[src/rtl/fib_stream_gen.sv]
// Fibonacci term source with a ready/valid output stream, loadable seeds and
// overflow-aware end of sequence; restarts from the seeds or halts per MODE.
module fib_stream_gen #(
  parameter int                 WIDTH  = 8,
  parameter int                 IDXW   = 8,
  parameter logic [WIDTH-1:0]   SEED_A = '0,
  parameter logic [WIDTH-1:0]   SEED_B = WIDTH'(1),
  parameter int                 MODE   = 0
) (
  input  logic              clk,
  input  logic              rst,
  input  logic              en,
  input  logic              load,
  input  logic [WIDTH-1:0]  seed_a,
  input  logic [WIDTH-1:0]  seed_b,
  output logic [WIDTH-1:0]  saida,
  output logic              out_valid,
  input  logic              out_ready,
  output logic              out_last,
  output logic [IDXW-1:0]   term_idx,
  output logic              wrap,
  output logic              done
);

  localparam logic [1:0] S_IDLE = 2'd0;
  localparam logic [1:0] S_RUN  = 2'd1;
  localparam logic [1:0] S_HALT = 2'd2;

  logic [1:0]       r_state;
  logic [WIDTH-1:0] r_cur, r_nxt, r_sa, r_sb;
  logic             r_nxt_ok;
  logic [IDXW-1:0]  r_idx;
  logic             r_wrap, r_done;

  logic [WIDTH:0]   w_sum;
  logic             w_hs;
  logic             w_last;

  // Once a carry is seen, nxt no longer fits, so cur is the last legal term.
  assign w_sum  = {1'b0, r_cur} + {1'b0, r_nxt};
  assign w_last = ~r_nxt_ok;
  assign w_hs   = (r_state == S_RUN) & out_ready;

  always_ff @(posedge clk) begin
    if (rst) begin
      r_state  <= S_IDLE;
      r_cur    <= SEED_A;
      r_nxt    <= SEED_B;
      r_sa     <= SEED_A;
      r_sb     <= SEED_B;
      r_nxt_ok <= 1'b1;
      r_idx    <= '0;
      r_wrap   <= 1'b0;
      r_done   <= 1'b0;
    end else begin
      r_wrap <= 1'b0;
      if (load) begin
        r_sa     <= seed_a;
        r_sb     <= seed_b;
        r_cur    <= seed_a;
        r_nxt    <= seed_b;
        r_nxt_ok <= 1'b1;
        r_idx    <= '0;
        r_done   <= 1'b0;
        r_state  <= S_IDLE;
      end else begin
        case (r_state)
          S_IDLE: if (en) r_state <= S_RUN;
          S_RUN: begin
            if (w_hs) begin
              if (!w_last) begin
                r_cur    <= r_nxt;
                r_nxt    <= w_sum[WIDTH-1:0];
                r_nxt_ok <= r_nxt_ok & ~w_sum[WIDTH];
                r_idx    <= r_idx + IDXW'(1);
                r_state  <= en ? S_RUN : S_IDLE;
              end else if (MODE == 0) begin
                r_cur    <= r_sa;
                r_nxt    <= r_sb;
                r_nxt_ok <= 1'b1;
                r_idx    <= '0;
                r_wrap   <= 1'b1;
                r_state  <= en ? S_RUN : S_IDLE;
              end else begin
                r_state  <= S_HALT;
                r_done   <= 1'b1;
              end
            end
          end
          S_HALT: r_state <= S_HALT;
          default: r_state <= S_IDLE;
        endcase
      end
    end
  end

  assign saida     = r_cur;
  assign out_valid = (r_state == S_RUN);
  assign out_last  = w_last;
  assign term_idx  = r_idx;
  assign wrap      = r_wrap;
  assign done      = r_done;

endmodule

[config.mk]
export PLATFORM = sky130hd
export DESIGN_NAME = fib_stream_gen
export DESIGN_NICKNAME = d
export VERILOG_FILES = /design/src/rtl/fib_stream_gen.sv
export SDC_FILE = /design/constraint.sdc
export NUM_CORES = 1
export LEC_CHECK = 0
export ABC_AREA = 0
export CAP_MARGIN = 20
export CORE_ASPECT_RATIO = 1.2
export CORE_MARGIN = 3
export CORE_UTILIZATION = 50
export CTS_BUF_LIST = sky130_fd_sc_hd__clkbuf_8
export DETAILED_ROUTE_END_ITERATION = 7
export PLACE_DENSITY = 0.87
export SLEW_MARGIN = 20
export SYNTH_ARGS = -nofsm -noshare
export SYNTH_HDL_FRONTEND = slang
export SYNTH_SLANG_ARGS = --single-unit
[constraint.sdc]
create_clock -name clk -period 2.1 [get_ports clk]
set_input_delay 0.42 -clock clk [delete_from_list [all_inputs] [get_ports clk]]
set_output_delay 0.42 -clock clk [all_outputs]
set_load 0.005 [all_outputs]
==> impl_results.md <==
* CTS root buffer: clkbuf_8
* Total die area at 0.00537 mm2
* Vias in the first global route at 1,935
* Synth Register Bits at 44
* Post-synthesis sequential area ratio at 39.0%
* Number of remaining DRC errors at 0
* Iter 0 DRT Violations at 118
* Tot GR Track Use at 21.1%
* Part of the power in registers at 52.4%
* Area Growth Syn to Fin at 25.8%
* Total grt overflow at 0
* Sink Count at 44
* Worst min path class: register to register
* CTS tree: yes
* Internal at 1.30 mW
* Port Buffers at 39
* Yosys warns at 0
* CP Capture Type: register
* Number of flops mapped to enable cells by yosys at 0
* Hold_buf cts at 0
* Layout cell share with drive strength beyond 1 at 9.65%
* Worst-Skew Late Latency at 0.29 ns
* Post-Syn Area at 0.00226 mm2
* Final setup margin at 0.208 ns
* Synth area leaders: dfxtp_1, a21oi_1, nand2_1
* Fin Setup TNS at 0 ns
* Routed len/inst at 14.1 um
* Crit Path Class: register to register
* Post-synth top area cell: dfxtp_1
* Final Hold Viols at 0
* Utilization after layout at 66.2%
* Core area at 0.00429 mm2
* Post-Syn Nets at 301
* Switching share of power at 24.4%
* Largest net degree at the start of global routing at 25
* Initial antenna violation count at 0
* Clock period minus worst slack at 1.89 ns
* Max Freq at 529 MHz
* Final hold slack at 0.474 ns
* Antenna cell count at 0
* Unrepaired setup endpoints after global routing: no
* DR pass1 iterations at 4
* Max-cap violations at 0
* Slowest cell on crit path: ha_1
* Power share of the combinational group at 15.4%
* Initial Util at 52.7%
* # IOs at 41
* Vias at 2,045
* Startpoint types: register
* Worst slack at placement at 0.0369 ns
* Number of setup buffers added after CTS at 0
* Tcrit/Tclk final at 90.1%
* Clock Power Share at 32.2%
* DR vias/cell at 5.57
* Clock-pin slew on the worst setup and hold paths at 0.08 ns
* Post-Syn Instances at 270
* Cell chain of the critical path: ha_1 -> a21oi_1 -> a21oi_1 -> or2_2 -> a2111oi_2
* # rows at 26
* Final ANT Viol Nets at 0
* Fin. max-slew vios at 0
* Worst VDD drop at 346 uV
* Netlist cell types at 48
* Leak pwr at 1.13 nW
* Worst EP required at 2.29 ns
* CTS Buf Count at 5
* Yosys top cell area share at 39.0%
* Final instance area at 0.00284 mm2
* Die Width at 67.4 um
* Crit-path max cell delay at 0.35 ns
* Syn_area_per_cell at 8.37 um2
* Layout Skew at 0.00901 ns
* PD cells at 605 mW/mm2
* Final nets at 342
* CTS H-tree depth at 2
* # setup viols final at 0
* Clock tree buffer depth at 2
* Switching power at 0.419 mW
* Most common cell on crit path: a21oi_1
* Routed wire length at 5170 um
* Routability congestion estimate at 0.809
* First-pass GRT wire length at 8750 um
* Post-synth ARST share at 0%
* Top_reg_cell synth: dfxtp_1
* DIE HEIGHT at 79.7 um
* CP arrival at 2.08 ns
* Status: completed
* CP Max Fanout at 4
* DP Wirelength at 3780 um
* Dpl cell area at 0.00274 mm2
cell type report:
cell class,instances,area (um2)
multi-input combinational,199,1260
sequential,44,881
tap,56,70.1
clock buffer,7,96.3
timing repair buffer,52,500
fill,381,1450
inverter,9,33.8
synthesized netlist by cell type (all sizes together), types with 2 or more instances:
cell type	n
nand2	40
clkbuf	9
nor2b	6
buf	9
nor4	2
dfxtp	44
nand3	4
o21ai	9
a2111oi	4
nand3b	2
inv	8
a21oi	32
a211oi	2
and3	2
or3	3
nor3	5
a21o	4
mux2i	11
o211ai	12
xor2	3
ha	9
or2	2
o31a	2
nand4	4
xnor2	3
nor2	21
o21a	2
kinds of logic (layout without fill, tap and decap cells):
group / after synthesis / count (layout) / synth area share, %
other cells: 1 / 1 / 0.166
xor+xnor: 6 / 6 / 2.32
buf+inv: 27 / 68 / 5.42
flops: 44 / 44 / 39.0
compound gates: 75 / 75 / 22.0
fa+ha+maj: 10 / 10 / 5.87
mux: 11 / 11 / 4.87
simple gates: 96 / 96 / 20.4
flip-flops by register name, summed over array words and instances (netlist names):
name,count
saida,8
r_nxt_ok,1
wrap,1
r_nxt,8
r_sb,8
term_idx,8
r_sa,8
r_state,2
cell usage in the layout (no fill, tap or decap), types with 2 or more instances in the layout:
| cell type | Yosys | final |
|---|---|---|
| a211oi_1 | 2 | 2 |
| dfxtp_1 | 44 | 44 |
| nand2_1 | 40 | 40 |
| nand3_1 | 4 | 4 |
| o21ai_0 | 6 | 6 |
| xor2_1 | 3 | 3 |
| xnor2_1 | 3 | 3 |
| and3_1 | 2 | 2 |
| nor2_1 | 21 | 21 |
| inv_1 | 8 | 8 |
| nor2b_1 | 5 | 5 |
| nor3_1 | 5 | 5 |
| buf_4 | 4 | 12 |
| clkdlybuf4s50_1 | 0 | 39 |
| a21oi_1 | 32 | 32 |
| nor4_1 | 2 | 2 |
| a2111oi_2 | 3 | 3 |
| o31a_1 | 2 | 2 |
| a21o_1 | 4 | 4 |
| nand3b_1 | 2 | 2 |
| or2_2 | 2 | 2 |
| o21ai_1 | 2 | 2 |
| o211ai_1 | 12 | 12 |
| or3_1 | 3 | 3 |
| mux2i_1 | 11 | 11 |
| clkbuf_8 | 0 | 7 |
| nand4_1 | 4 | 4 |
| o21a_1 | 2 | 2 |
| ha_1 | 9 | 9 |
power groups by stage:
stage	logic (mW)	registers (mW)	clock network, mW
2_1_floorplan	0.162	0.913	0
6_report	0.265	0.902	0.554
3_3_place_gp	0.256	0.918	0
4_1_cts	0.265	0.901	0.570
3_5_place_dp	0.262	0.920	0
5_1_grt	0.295	0.907	0.603
timing repair:
item / 4_1_cts / 5_1_grt
gates resized for setup: 0 / 1
setup endpoints to repair: 0 / 1
hold endpoints to repair: 0 / 0
worst max-delay path: cells and delay by family, from the launching register on:
family                     cells  cell delay, ns
DFF                            1            0.33
AOI/OAI and AO/OA              3            0.79
adders and majority gates      1            0.35
and+or+nand+nor                1            0.32
metal layers:
metal | up-vias | part of all wire (%) | global-route usage, %
met5 | - | 0 | 0
met4 | 0 | 1.5 | 8.72
met3 | 7 | 5.0 | 4.23
met2 | 60 | 50 | 36.0
met1 | 943 | 43 | 25.4
li1 | 1035 | - | -
per-stage QoR:
stage / cells / total power, mW
after floorplan: 270 / 1.07
after global placement: 360 / 1.17
after detailed placement: 360 / 1.18
after CTS: 367 / 1.74
after global routing: 367 / 1.81
final: 367 / 1.72
worst paths after layout:
kind                 start        to  slack, ns  cells after the start
setup / recovery  saida[2]  r_nxt[7]       0.21                      5
hold / removal     r_sa[1]   r_sa[1]       0.47                      2
setup reg to reg  saida[2]  r_nxt[7]       0.21                      5
hold reg to reg    r_sa[1]   r_sa[1]       0.47                      2
(Power assumes the default switching activity.)
